--- config.mk ---
export PLATFORM = sky130hd
export DESIGN_NAME = ahb_apb_master_fsm_flat
export DESIGN_NICKNAME = d
export VERILOG_FILES = /design/src/rtl/ahb_apb_pkg.sv /design/src/rtl/ahb_apb_master_fsm_if.sv /design/src/rtl/apb_timeout_cnt.sv /design/src/rtl/ahb_apb_master_fsm.sv /design/src/flat_wrapper.sv
export SDC_FILE = /design/constraint.sdc
export NUM_CORES = 1
export LEC_CHECK = 0
export ABC_AREA = 0
export CAP_MARGIN = 10
export CORE_ASPECT_RATIO = 0.6
export CORE_UTILIZATION = 41
export DETAILED_ROUTE_END_ITERATION = 12
export PLACE_DENSITY_LB_ADDON = 0.15
export SETUP_SLACK_MARGIN = 0.4
export SLEW_MARGIN = 5
export SYNTH_ARGS = -nofsm -noshare
export SYNTH_HDL_FRONTEND = slang
export SYNTH_SLANG_ARGS = --single-unit
--- constraint.sdc ---
create_clock -name h_clk -period 6.05 [get_ports h_clk]
set_input_delay 0.9075 -clock h_clk [delete_from_list [all_inputs] [get_ports h_clk]]
set_output_delay 0.9075 -clock h_clk [all_outputs]
set_load 0.01 [all_outputs]
--- src/rtl/ahb_apb_pkg.sv ---
// Shared types for the AHB-to-APB bridge: AHB HTRANS encodings and the APB
// master sequencer states. Also imported by the bridge's response decoder.
package ahb_apb_pkg;

  typedef enum logic [1:0] {
    HtIdle   = 2'b00,
    HtBusy   = 2'b01,
    HtNonseq = 2'b10,
    HtSeq    = 2'b11
  } htrans_t;

  typedef enum logic [2:0] {
    StIdle,
    StWwait,
    StSetup,
    StAccess,
    StAbort,
    StErr1,
    StErr2
  } apb_state_t;

  // NONSEQ and SEQ both have bit 1 set; IDLE and BUSY start no transfer.
  function automatic logic htrans_active(logic [1:0] trans);
    return trans[1];
  endfunction

endpackage

--- src/rtl/ahb_apb_master_fsm_if.sv ---
// Bus bundle for the bridge control stage.
//   master modport : the bridge FSM (AHB slave side in, APB master side out)
//   slave modport  : the environment around it (AHB master/decoder + APB slave)
// Signals: h_sel, h_trans, h_write, h_addr, h_wdata, h_ready_in, h_ready_out,
//          h_rdata, reg_trans, slave_error, p_sel, p_enable, p_write, p_addr,
//          p_wdata, p_ready, p_rdata, p_slverr.
interface ahb_apb_master_fsm_if #(
  parameter int unsigned ADDR_W = 32,
  parameter int unsigned DATA_W = 32
);

  logic              h_sel;
  logic [1:0]        h_trans;
  logic              h_write;
  logic [ADDR_W-1:0] h_addr;
  logic [DATA_W-1:0] h_wdata;
  logic              h_ready_in;
  logic              h_ready_out;
  logic [DATA_W-1:0] h_rdata;
  logic [1:0]        reg_trans;
  logic              slave_error;
  logic              p_sel;
  logic              p_enable;
  logic              p_write;
  logic [ADDR_W-1:0] p_addr;
  logic [DATA_W-1:0] p_wdata;
  logic              p_ready;
  logic [DATA_W-1:0] p_rdata;
  logic              p_slverr;

  modport master (
    input  h_sel, h_trans, h_write, h_addr, h_wdata, h_ready_in,
    input  p_ready, p_rdata, p_slverr,
    output h_ready_out, h_rdata, reg_trans, slave_error,
    output p_sel, p_enable, p_write, p_addr, p_wdata
  );

  modport slave (
    output h_sel, h_trans, h_write, h_addr, h_wdata, h_ready_in,
    output p_ready, p_rdata, p_slverr,
    input  h_ready_out, h_rdata, reg_trans, slave_error,
    input  p_sel, p_enable, p_write, p_addr, p_wdata
  );

endinterface

--- src/rtl/apb_timeout_cnt.sv ---
// APB watchdog counter. Counts ACCESS cycles with p_ready low.
//   h_clk, h_reset : clock, asynchronous active-high reset
//   clr            : synchronous clear (takes priority over en)
//   en             : count one stalled cycle
//   tc             : high while the current stalled cycle is the TIMEOUT-th
module apb_timeout_cnt #(
  parameter int unsigned TIMEOUT = 16
) (
  input  logic h_clk,
  input  logic h_reset,
  input  logic clr,
  input  logic en,
  output logic tc
);

  localparam int unsigned CntW = $clog2(TIMEOUT + 1);

  logic [CntW-1:0] cnt_q;

  always_ff @(posedge h_clk or posedge h_reset) begin
    if (h_reset) begin
      cnt_q <= '0;
    end else if (clr) begin
      cnt_q <= '0;
    end else if (en) begin
      cnt_q <= cnt_q + CntW'(1);
    end
  end

  // Flag the last permitted stall so the FSM aborts after exactly TIMEOUT cycles.
  assign tc = (cnt_q == CntW'(TIMEOUT - 1));

endmodule

--- src/rtl/ahb_apb_master_fsm.sv ---
// Control stage of the AHB-to-APB bridge. Accepts AHB transfers, runs the APB
// SETUP/ACCESS sequence, stretches HREADYOUT, and aborts stalled APB accesses
// via a watchdog (slave_error) feeding the downstream response decoder.
//   h_clk, h_reset : shared clock, asynchronous active-high reset
//   bus (master)   : AHB slave-side inputs, APB master-side outputs, plus
//                    reg_trans / slave_error for the response decoder
module ahb_apb_master_fsm
  import ahb_apb_pkg::*;
#(
  parameter int unsigned ADDR_W  = 32,
  parameter int unsigned DATA_W  = 32,
  parameter int unsigned TIMEOUT = 16
) (
  input  logic                 h_clk,
  input  logic                 h_reset,
  ahb_apb_master_fsm_if.master bus
);

  apb_state_t        state_q;
  htrans_t           reg_trans_q;
  logic              p_sel_q;
  logic              p_enable_q;
  logic              p_write_q;
  logic              slave_error_q;
  logic [ADDR_W-1:0] p_addr_q;
  logic [DATA_W-1:0] p_wdata_q;

  logic ready_out;
  logic upd;
  logic accept;
  logic cnt_tc;

  // OKAY completion in ACCESS is combinational on p_ready so a zero-wait
  // access finishes in the same cycle the slave answers.
  assign ready_out = (state_q == StIdle) || (state_q == StErr2) ||
                     ((state_q == StAccess) && bus.p_ready && !bus.p_slverr);

  // A transfer boundary exists only where the bridge itself is ready; this keeps
  // reg_trans pinned through ABORT..ERR2 even if h_ready_in is driven high there.
  assign upd    = bus.h_ready_in && ready_out;
  assign accept = upd && bus.h_sel && htrans_active(bus.h_trans);

  apb_timeout_cnt #(
    .TIMEOUT (TIMEOUT)
  ) u_cnt (
    .h_clk   (h_clk),
    .h_reset (h_reset),
    .clr     (accept || (state_q == StWwait)),
    .en      ((state_q == StAccess) && !bus.p_ready),
    .tc      (cnt_tc)
  );

  always_ff @(posedge h_clk or posedge h_reset) begin
    if (h_reset) begin
      state_q       <= StIdle;
      reg_trans_q   <= HtIdle;
      p_sel_q       <= 1'b0;
      p_enable_q    <= 1'b0;
      p_write_q     <= 1'b0;
      slave_error_q <= 1'b0;
      p_addr_q      <= '0;
      p_wdata_q     <= '0;
    end else begin
      slave_error_q <= 1'b0;
      if (upd) begin
        reg_trans_q <= accept ? htrans_t'(bus.h_trans) : HtIdle;
      end
      if (accept) begin
        p_addr_q  <= bus.h_addr;
        p_write_q <= bus.h_write;
      end
      if (ready_out) begin
        // IDLE, ERR2 or OKAY completion: start the next transfer or go idle.
        p_enable_q <= 1'b0;
        if (accept) begin
          state_q <= bus.h_write ? StWwait : StSetup;
          p_sel_q <= !bus.h_write;
        end else begin
          state_q <= StIdle;
          p_sel_q <= 1'b0;
        end
      end else begin
        unique case (state_q)
          StWwait: begin
            p_wdata_q <= bus.h_wdata;
            state_q   <= StSetup;
            p_sel_q   <= 1'b1;
          end
          StSetup: begin
            state_q    <= StAccess;
            p_enable_q <= 1'b1;
          end
          StAccess: begin
            if (bus.p_ready) begin
              // Only PSLVERR reaches here; OKAY is handled above.
              state_q    <= StErr2;
              p_sel_q    <= 1'b0;
              p_enable_q <= 1'b0;
            end else if (cnt_tc) begin
              state_q       <= StAbort;
              p_enable_q    <= 1'b0;
              slave_error_q <= 1'b1;
            end
          end
          StAbort: begin
            state_q <= StErr1;
            p_sel_q <= 1'b0;
          end
          StErr1: begin
            state_q <= StErr2;
          end
          default: begin
            state_q    <= StIdle;
            p_sel_q    <= 1'b0;
            p_enable_q <= 1'b0;
          end
        endcase
      end
    end
  end

  assign bus.h_ready_out = ready_out;
  assign bus.h_rdata     = bus.p_rdata;
  assign bus.reg_trans   = reg_trans_q;
  assign bus.slave_error = slave_error_q;
  assign bus.p_sel       = p_sel_q;
  assign bus.p_enable    = p_enable_q;
  assign bus.p_write     = p_write_q;
  assign bus.p_addr      = p_addr_q;
  assign bus.p_wdata     = p_wdata_q;

endmodule

--- src/flat_wrapper.sv ---
// flat-port wrapper written by rule: the top's interface ports become plain ports
module ahb_apb_master_fsm_flat import ahb_apb_pkg::*;
#(
  parameter int unsigned ADDR_W  = 32,
  parameter int unsigned DATA_W  = 32,
  parameter int unsigned TIMEOUT = 16
)
  (h_clk, h_reset, bus_h_sel, bus_h_trans, bus_h_write, bus_h_addr, bus_h_wdata, bus_h_ready_in, bus_p_ready, bus_p_rdata, bus_p_slverr, bus_h_ready_out, bus_h_rdata, bus_reg_trans, bus_slave_error, bus_p_sel, bus_p_enable, bus_p_write, bus_p_addr, bus_p_wdata);
  ahb_apb_master_fsm_if #(.ADDR_W(ADDR_W), .DATA_W(DATA_W)) bus_i ();
  input  logic h_clk;
  input  logic h_reset;
  input wire logic [$bits(bus_i.h_sel)-1:0] bus_h_sel;
  input wire logic [$bits(bus_i.h_trans)-1:0] bus_h_trans;
  input wire logic [$bits(bus_i.h_write)-1:0] bus_h_write;
  input wire logic [$bits(bus_i.h_addr)-1:0] bus_h_addr;
  input wire logic [$bits(bus_i.h_wdata)-1:0] bus_h_wdata;
  input wire logic [$bits(bus_i.h_ready_in)-1:0] bus_h_ready_in;
  input wire logic [$bits(bus_i.p_ready)-1:0] bus_p_ready;
  input wire logic [$bits(bus_i.p_rdata)-1:0] bus_p_rdata;
  input wire logic [$bits(bus_i.p_slverr)-1:0] bus_p_slverr;
  output wire logic [$bits(bus_i.h_ready_out)-1:0] bus_h_ready_out;
  output wire logic [$bits(bus_i.h_rdata)-1:0] bus_h_rdata;
  output wire logic [$bits(bus_i.reg_trans)-1:0] bus_reg_trans;
  output wire logic [$bits(bus_i.slave_error)-1:0] bus_slave_error;
  output wire logic [$bits(bus_i.p_sel)-1:0] bus_p_sel;
  output wire logic [$bits(bus_i.p_enable)-1:0] bus_p_enable;
  output wire logic [$bits(bus_i.p_write)-1:0] bus_p_write;
  output wire logic [$bits(bus_i.p_addr)-1:0] bus_p_addr;
  output wire logic [$bits(bus_i.p_wdata)-1:0] bus_p_wdata;
  assign bus_i.h_sel = bus_h_sel;
  assign bus_i.h_trans = bus_h_trans;
  assign bus_i.h_write = bus_h_write;
  assign bus_i.h_addr = bus_h_addr;
  assign bus_i.h_wdata = bus_h_wdata;
  assign bus_i.h_ready_in = bus_h_ready_in;
  assign bus_i.p_ready = bus_p_ready;
  assign bus_i.p_rdata = bus_p_rdata;
  assign bus_i.p_slverr = bus_p_slverr;
  assign bus_h_ready_out = bus_i.h_ready_out;
  assign bus_h_rdata = bus_i.h_rdata;
  assign bus_reg_trans = bus_i.reg_trans;
  assign bus_slave_error = bus_i.slave_error;
  assign bus_p_sel = bus_i.p_sel;
  assign bus_p_enable = bus_i.p_enable;
  assign bus_p_write = bus_i.p_write;
  assign bus_p_addr = bus_i.p_addr;
  assign bus_p_wdata = bus_i.p_wdata;
  ahb_apb_master_fsm #(.ADDR_W(ADDR_W), .DATA_W(DATA_W), .TIMEOUT(TIMEOUT)) u_core (.h_clk(h_clk), .h_reset(h_reset), .bus(bus_i));
endmodule
==> results of run 1 <==
==> cell families (layout without fill, tap and decap cells) <==
family          after synthesis  after routing  share of synthesized area
compound gates               21             21                     0.0443
xor+xnor                      4              4                    0.00991
fa+ha+maj                     2              2                    0.00708
buf+inv                      48            167                     0.0966
flops                        78             78                      0.552
mux                          66             66                      0.239
simple gates                 31             31                     0.0513
==> critical path, cell delays in order <==
cell and delay [ns]:
clkdlybuf4s50_1 0.60, nand2b_1 0.17, o22ai_4 0.28, clkdlybuf4s50_1 0.59
==> layer usage <==
layer / up-vias / share of wire
li1: 1067 / -
met1: 1092 / 0.44
met2: 124 / 0.44
met3: 4 / 0.12
met4: 0 / 0.0063
met5: - / 0
==> layout make-up <==
class | count | area, um^2
inverters | 5 | 20.0
clock buffers | 9 | 225
multi-input cells | 124 | 1250
well taps | 108 | 135
flip-flops and latches | 78 | 1950
clock inverters | 7 | 72.6
repair buffers | 146 | 1450
fillers | 649 | 3000
==> state kept, by name (all words and copies together) (netlist names) <==
name and flops:
u_core.bus.p_addr 32, u_core.bus.p_enable 1, u_core.bus.p_sel 1, u_core.bus.p_wdata 32, u_core.bus.p_write 1, u_core.bus.reg_trans 2, u_core.bus.slave_error 1, u_core.state_q 3
u_core.u_cnt.cnt_q 5
==> how the worst max path moves through the flow <==
stage	from	to	slack, ns
3_3_place_gp	bus_p_ready	bus_h_ready_out	2.66
5_1_grt	bus_p_ready	bus_h_ready_out	2.52
3_5_place_dp	bus_p_ready	bus_h_ready_out	2.59
6_report	bus_p_ready	bus_h_ready_out	2.59
2_1_floorplan	h_reset	u_core.bus.p_addr[0]	3.15
4_1_cts	bus_p_ready	bus_h_ready_out	2.60
==> per-stage QoR <==
stage	instance area (um^2)	hold slack, ns
floorplan	3530	0.497
global placement	4800	0.470
detailed placement	4800	0.478
CTS	5100	0.491
global route	5100	0.506
finish	5100	0.484
==> synth_stat cells, drive strengths merged (3+ instances only) <==
cell type / count
inv: 5
nor3: 3
nand2: 5
o22ai: 4
dfrtp: 78
a21oi: 5
nor2: 7
mux2: 65
nand3: 3
buf: 42
o21ai: 3
xor2: 3
and3: 4
==> power breakdown <==
group	switching (mW)	leakage [nW]	internal (mW)
sequential	0.162	0.949	0.773
combinational	0.416	1.17	0.745
clock	0.210	0.142	0.320
==> flow_metrics.env, run 1 <==
export IMPL_fin_crit_ns=3.46
export IMPL_final_setup_worst_slack_ns=2.59
export IMPL_hold_class="reg2reg"
export IMPL_fin_crit_sh=0.571
export IMPL_place_gp_congestion=0.839
export IMPL_clock_sinks=78
export IMPL_ir_drop_v=0.000261
export IMPL_port_buffers=143
export IMPL_cts_tree="yes"
export IMPL_drive_above_1_share=0.222
export IMPL_use_met3=0.102
export IMPL_syn_nets=357
export IMPL_vias_per_cell=4.79
export IMPL_synth_seq_cells=78
export IMPL_ant_nets=0
export IMPL_arrival_ns=2.55
export IMPL_layout_cells_non_filler=477
export IMPL_cp_data_required_time_ns=5.14
export IMPL_core_um2=8100
export IMPL_rr_worst_depth=4
export IMPL_skew_ns=0.00523
export IMPL_initialDrtViolationCount=105
export IMPL_hold_violations=0
export IMPL_vias=2287
export IMPL_nets=471
export IMPL_rsz0062_at_grt="false"
export IMPL_cts_buffers_inserted=9
export IMPL_finalSetupTns_ns=0
export IMPL_crit_type="in2out"
export IMPL_first_global_vias=2286
export IMPL_synthToLayoutAreaGrowth_pct=44.4
export IMPL_r2r_start="u_core.state_q[1]"
export IMPL_maxCapViolations=0
export IMPL_ys_warn_count=0
export IMPL_yosys_area_top_type="dfrtp_1"
export IMPL_crit_path_end_kind="primary output"
export IMPL_cts_root_buf="clkbuf_16"
export IMPL_ys_flop_type="dfrtp_1"
export IMPL_synth_seq_area_share=0.552
export IMPL_use_met1=0.226
export IMPL_cp_max_fo=8
export IMPL_final_common_cell="clkdlybuf4s50_1"
export IMPL_grt_overflow_total=0
export IMPL_routed_wl_um=7680
export IMPL_avgSynthCellArea_um2=14.1
export IMPL_diodes=0
export IMPL_path_clk_slew_ns=0.06
export IMPL_worstHoldPathCells=1
export IMPL_std_cell_rows=25
export IMPL_fmax_mhz=289
export IMPL_ctsHoldBuffers=0
export IMPL_syn_inst=250
export IMPL_timing_rr_end="u_core.bus.p_addr[28]"
export IMPL_pre_cts_slack_ns=2.59
export IMPL_status="finished clean"
export IMPL_synth_edff_count=0
export IMPL_synthTopCellsByArea="dfrtp_1 (55%), mux2_4 (11%), mux2_2 (9.9%), buf_4 (7.6%), mux2_1 (2.2%)"
export IMPL_antenna_found_initial=0
export IMPL_post_route_util=0.630
export IMPL_start_kind="primary input"
export IMPL_grt_pass1_wl_um=11800
export IMPL_initial_utilization=0.436
export IMPL_die_width_um=122
export IMPL_globalRoute_busiestLayer="met2"
export IMPL_r2r_slack_ns=3.84
export IMPL_drt_pass1_iterations=4
export IMPL_synth_top_area_share=0.552
export IMPL_chipHeight_um=73.9
export IMPL_place_inst=460
export IMPL_setup_violations=0
export IMPL_tightest_slew_ns=0.974
export IMPL_hold_path_end="u_core.bus.p_wdata[25]"
export IMPL_pin_count=208
export IMPL_total_power_mw=2.63
export IMPL_report_final_slew_viol_count=0
export IMPL_cts_max_path_buffers=2
export IMPL_gr_usage_all_layers=0.178
export IMPL_grt_max_degree=79
export IMPL_ctsResizeCount=0
export IMPL_syn_area_um2=3530
export IMPL_dieArea_um2=9010
export IMPL_hp_start="u_core.bus.p_wdata[25]"
export IMPL_relSlewSlack=0.351
export IMPL_powerDensity_nw_per_um2=515
export IMPL_drc_errors=0
export IMPL_use_met2=0.257
export IMPL_power_leakage_nw=2.26
export IMPL_h_tree_depth=3
export IMPL_async_reset_ff_frac=1.00
export IMPL_postCtsSetupBuffers=0
export IMPL_layout_common_cells="clkdlybuf4s50_1 (143), dfrtp_1 (78), mux2_2 (31)"
export IMPL_synth_distinct_cells=39
export IMPL_insertion_delay_ns=0.33
export IMPL_dp_hpwl_um=5400
export IMPL_post_drt_wl_per_cell_um=16.1
Power figures use the tool's default switching activity.
==> inputs of run 2 (changes only) <==
CORE_UTILIZATION = 38   (was 41)
clock period = 3.3 ns   (was 6.05 ns; I/O delays follow)
==> flow_metrics.env, run 2 (same netlist as run 1, synthesis figures left out) <==
export IMPL_post_drt_wl_per_cell_um=15.7
export IMPL_layout_common_cells="clkdlybuf4s50_1 (143), dfrtp_1 (78), mux2_2 (31)"
export IMPL_initial_utilization=0.404
export IMPL_layout_cells_non_filler=482
export IMPL_crit_path_end_kind="primary output"
export IMPL_timing_rr_end="u_core.bus.p_addr[28]"
export IMPL_postCtsSetupBuffers=0
export IMPL_initialDrtViolationCount=71
export IMPL_port_buffers=143
export IMPL_cpMostUsedCell="clkdlybuf4s50_1"
export IMPL_drive_above_1_share=0.224
export IMPL_place_gp_congestion=0.838
export IMPL_core_um2=8750
export IMPL_r2r_slack_ns=1.09
export IMPL_report_final_slew_viol_count=0
export IMPL_crit_family="buffers and inverters"
export IMPL_cts_max_path_buffers=2
export IMPL_grt_max_degree=36
export IMPL_grt_overflow_total=0
export IMPL_rsz0062_at_grt="false"
export IMPL_gr_usage_all_layers=0.166
export IMPL_routed_wl_um=7560
export IMPL_cts_buffers_inserted=9
export IMPL_maxCapViolations=0
export IMPL_cts_tree="yes"
export IMPL_antenna_found_initial=0
export IMPL_hp_start="u_core.bus.reg_trans[0]"
export IMPL_fin_crit_ns=2.67
export IMPL_cp_data_required_time_ns=2.80
export IMPL_cp_max_fo=8
export IMPL_nets=472
export IMPL_clock_sinks=78
export IMPL_slowest_stage="clkdlybuf4s50_1"
export IMPL_skew_ns=0.00720
export IMPL_rr_worst_depth=4
export IMPL_ctsHoldBuffers=0
export IMPL_powerDensity_nw_per_um2=944
export IMPL_fmax_mhz=375
export IMPL_die_width_um=127
export IMPL_crit_buf_inv=2
export IMPL_drt_pass1_iterations=4
export IMPL_ctsResizeCount=0
export IMPL_chipHeight_um=76.7
export IMPL_ir_drop_v=0.000484
export IMPL_synthToLayoutAreaGrowth_pct=45.1
export IMPL_hold_class="reg2reg"
export IMPL_insertion_delay_ns=0.34
export IMPL_cp_slowest_stage_delay_ns=0.61
export IMPL_crit_type="in2out"
export IMPL_hold_violations=0
export IMPL_first_global_vias=2348
export IMPL_status="finished clean"
export IMPL_power_leakage_nw=2.27
export IMPL_dp_hpwl_um=5410
export IMPL_drc_errors=0
export IMPL_std_cell_rows=26
export IMPL_h_tree_depth=3
export IMPL_start_kind="primary input"
export IMPL_pin_count=208
export IMPL_r2r_start="u_core.state_q[1]"
export IMPL_ant_nets=0
export IMPL_grt_pass1_wl_um=12100
export IMPL_tightest_slew_ns=0.619
export IMPL_relSlewSlack=0.587
export IMPL_place_inst=466
export IMPL_cts_root_buf="clkbuf_16"
export IMPL_path_clk_slew_ns=0.05
export IMPL_dieArea_um2=9700
export IMPL_diodes=0
export IMPL_setup_violations=0
export IMPL_finalSetupTns_ns=0
export IMPL_vias_per_cell=4.76
export IMPL_fin_crit_sh=0.809
export IMPL_path_cells="clkdlybuf4s50_1, nand2b_1, o22ai_4, clkdlybuf4s50_1"
export IMPL_worstHoldPathCells=1
export IMPL_arrival_ns=2.17
export IMPL_vias=2295
export IMPL_hold_path_end="u_core.bus.reg_trans[0]"
export IMPL_final_common_cell="clkdlybuf4s50_1"
run 2: power by group:
part / switching [mW] / total, mW / internal (mW)
registers: 0.301 / 1.72 / 1.42
clock network: 0.380 / 1.01 / 0.626
logic: 0.750 / 2.12 / 1.37
run 2: through the flow:
step	setup WS, ns	total power, mW	instance area (um^2)	utilization	hold slack, ns
3_3_place_gp	0.725	3.83	4820	0.551	0.468
2_1_floorplan	0.810	2.80	3530	-	0.497
3_5_place_dp	0.652	3.87	4820	0.551	0.470
5_1_grt	0.582	5.14	5130	0.586	0.506
4_1_cts	0.652	4.92	5130	0.586	0.498
6_report	0.632	4.84	5130	0.586	0.492
run 2: worst register-to-register path: stages, from the launching register on:
cell and delay [ns]:
dfrtp_1 0.69, xor2_1 0.33, o22ai_4 0.16, nand2_4 0.48, mux2_1 0.43
run 2: worst max-delay path by stage:
stage	start	end	slack (ns)	depth (start not counted)
floorplan	h_reset	u_core.bus.p_addr[0]	0.81	1
global placement	bus_p_ready	bus_h_ready_out	0.73	4
detailed placement	bus_p_ready	bus_h_ready_out	0.65	4
CTS	bus_p_ready	bus_h_ready_out	0.65	4
global route	bus_p_ready	bus_h_ready_out	0.58	4
finish	bus_p_ready	bus_h_ready_out	0.63	4
run 2: area by class of cell:
| type | instances | area, um^2 |
|---|---|---|
| clock buffer | 11 | 253 |
| clock inverter | 5 | 56.3 |
| fill | 710 | 3620 |
| inverter | 5 | 20.0 |
| multi-input combinational | 124 | 1250 |
| sequential | 78 | 1950 |
| tap | 112 | 140 |
| timing repair buffer | 147 | 1460 |
run 2: metal layers:
metal  global-route usage  routed length [um]
met1                0.217                3520
met5                    0                   0
met4               0.0566                 106
met3               0.0949                 902
met2                0.229                3030
==> inputs of run 3 (changes only) <==
CORE_UTILIZATION = 34   (was 38)
clock period = 2.4 ns   (was 3.3 ns; I/O delays follow)
==> flow_metrics.env, run 3 (same netlist as run 1, synthesis figures left out) <==
export IMPL_status="finished clean"
export IMPL_cts_buffers_inserted=9
export IMPL_chipHeight_um=81.0
export IMPL_vias=2317
export IMPL_r2r_start="u_core.state_q[1]"
export IMPL_relSlewSlack=0.724
export IMPL_fin_area_um2=5220
export IMPL_drt_pass1_iterations=4
export IMPL_start_kind="register"
export IMPL_cp_max_fo=4
export IMPL_core_um2=9980
export IMPL_fin_crit_sh=0.774
export IMPL_cts_root_buf="clkbuf_16"
export IMPL_p_int_mw=4.67
export IMPL_tightest_slew_ns=0.414
export IMPL_ctsResizeCount=3
export IMPL_dr_wl_met2_um=3020
export IMPL_fin_crit_ns=1.86
export IMPL_r2r_slack_ns=0.56
export IMPL_place_gp_congestion=0.754
export IMPL_power_leakage_nw=2.31
export IMPL_final_setup_worst_slack_ns=0.543
export IMPL_powerDensity_nw_per_um2=1270
export IMPL_rr_worst_depth=6
export IMPL_crit_path_end_kind="primary output"
export IMPL_p_comb_frac=0.449
export IMPL_skew_ns=0.00431
export IMPL_post_route_util=0.523
export IMPL_first_global_vias=2276
export IMPL_vias_per_cell=4.54
export IMPL_dp_hpwl_um=5310
export IMPL_pwr_share_clk=0.201
export IMPL_post_drt_wl_per_cell_um=14.6
export IMPL_setup_violations=0
export IMPL_ant_nets=0
export IMPL_crit_type="reg2out"
export IMPL_hold_class="in2async"
export IMPL_dieArea_um2=10800
export IMPL_initial_utilization=0.354
export IMPL_diodes=0
export IMPL_switching_share=0.295
export IMPL_drc_errors=0
export IMPL_h_tree_depth=3
export IMPL_dpl_cell_area_um2=4930
export IMPL_std_cell_rows=28
export IMPL_final_common_cell="clkdlybuf4s50_1"
export IMPL_nets=477
export IMPL_hold_violations=0
export IMPL_wl_met3_um=727
export IMPL_initialDrtViolationCount=100
export IMPL_grt_overflow_total=0
export IMPL_port_buffers=143
export IMPL_finalSetupTns_ns=0
export IMPL_topRoutingLayerUsed="met4"
export IMPL_clock_sinks=78
export IMPL_cp_data_required_time_ns=2.04
export IMPL_ir_drop_v=0.000512
export IMPL_place_inst=494
export IMPL_drt_met1_wl_um=3600
export IMPL_postCtsSetupBuffers=0
export IMPL_gr_usage_all_layers=0.143
export IMPL_grt_max_degree=52
export IMPL_grt_pass1_wl_um=11600
export IMPL_fmax_mhz=539
export IMPL_arrival_ns=1.50
export IMPL_die_width_um=134
export IMPL_routed_wl_um=7420
export IMPL_maxCapViolations=0
export IMPL_path_clk_slew_ns=0.06
export IMPL_insertion_delay_ns=0.33
export IMPL_pre_cts_slack_ns=0.261
export IMPL_timing_rr_end="u_core.bus.p_addr[30]"
export IMPL_synthToLayoutAreaGrowth_pct=47.7
export IMPL_report_final_slew_viol_count=0
export IMPL_rsz0062_at_grt="false"
export IMPL_drive_above_1_share=0.237
export IMPL_ctsHoldBuffers=0
export IMPL_antenna_found_initial=0
export IMPL_layout_cells_non_filler=510
export IMPL_cts_tree="yes"
export IMPL_netSwitchingPower_mw=1.96
export IMPL_layout_common_cells="clkdlybuf4s50_1 (142), dfrtp_1 (77), mux2_2 (31)"
export IMPL_cts_max_path_buffers=2
export IMPL_p_seq_frac=0.351
export IMPL_pin_count=208
run 3: changes by cell type in the layout (fill, tap and decap cells not counted), sizes merged:
cell and delta:
clkbuf -1, clkinv +2, clkdlybuf4s50 -1, buf +5, dlygate4sd2 +1, inv -1
run 3: layout make-up:
cell class              instances  area [um^2]
well taps                     135          169
clock buffers                  10          229
inverters                       5         22.5
clock inverters                 6         62.6
flip-flops and latches         78         1950
multi-input cells             124         1250
fillers                       875         4760
repair buffers                152         1540
run 3: worst max path at each step:
stage / start / endpoint / slack, ns / cells past startpoint
floorplan: u_core.state_q[1] / u_core.bus.p_addr[10] / 0.76 / 6
global placement: bus_p_slverr / bus_h_ready_out / 0.28 / 4
detailed placement: bus_p_slverr / u_core.bus.p_addr[27] / 0.26 / 7
CTS: u_core.state_q[1] / bus_h_ready_out / 0.53 / 3
global route: u_core.state_q[1] / bus_h_ready_out / 0.45 / 3
finish: u_core.state_q[1] / bus_h_ready_out / 0.54 / 3
run 3: worst max-delay path, stage by stage, from the launching register on:
cell,delay [ns]
dfrtp_1,0.42
xor2_1,0.33
o22ai_4,0.12
dlygate4sd2_1,0.30
run 3: per-stage QoR:
step,hold WS [ns],power [mW]
floorplan,0.470,3.84
global placement,0.467,5.31
detailed placement,0.468,5.35
CTS,0.425,6.73
global route,0.456,7.04
finish,0.432,6.62
run 3: power groups by stage:
| stage | sequential [mW] | clock [mW] | combinational [mW] |
|---|---|---|---|
| 2_1_floorplan | 2.56 | 0 | 1.29 |
| 3_3_place_gp | 2.33 | 0 | 2.98 |
| 3_5_place_dp | 2.33 | 0 | 3.02 |
| 4_1_cts | 2.33 | 1.39 | 3.01 |
| 5_1_grt | 2.42 | 1.45 | 3.17 |
| 6_report | 2.32 | 1.33 | 2.97 |
run 3: layer usage:
layer	global-route usage	vias up
met4	0.0511	0
met2	0.191	115
met1	0.194	1107
met3	0.0724	15
li1	-	1080
met5	0	-
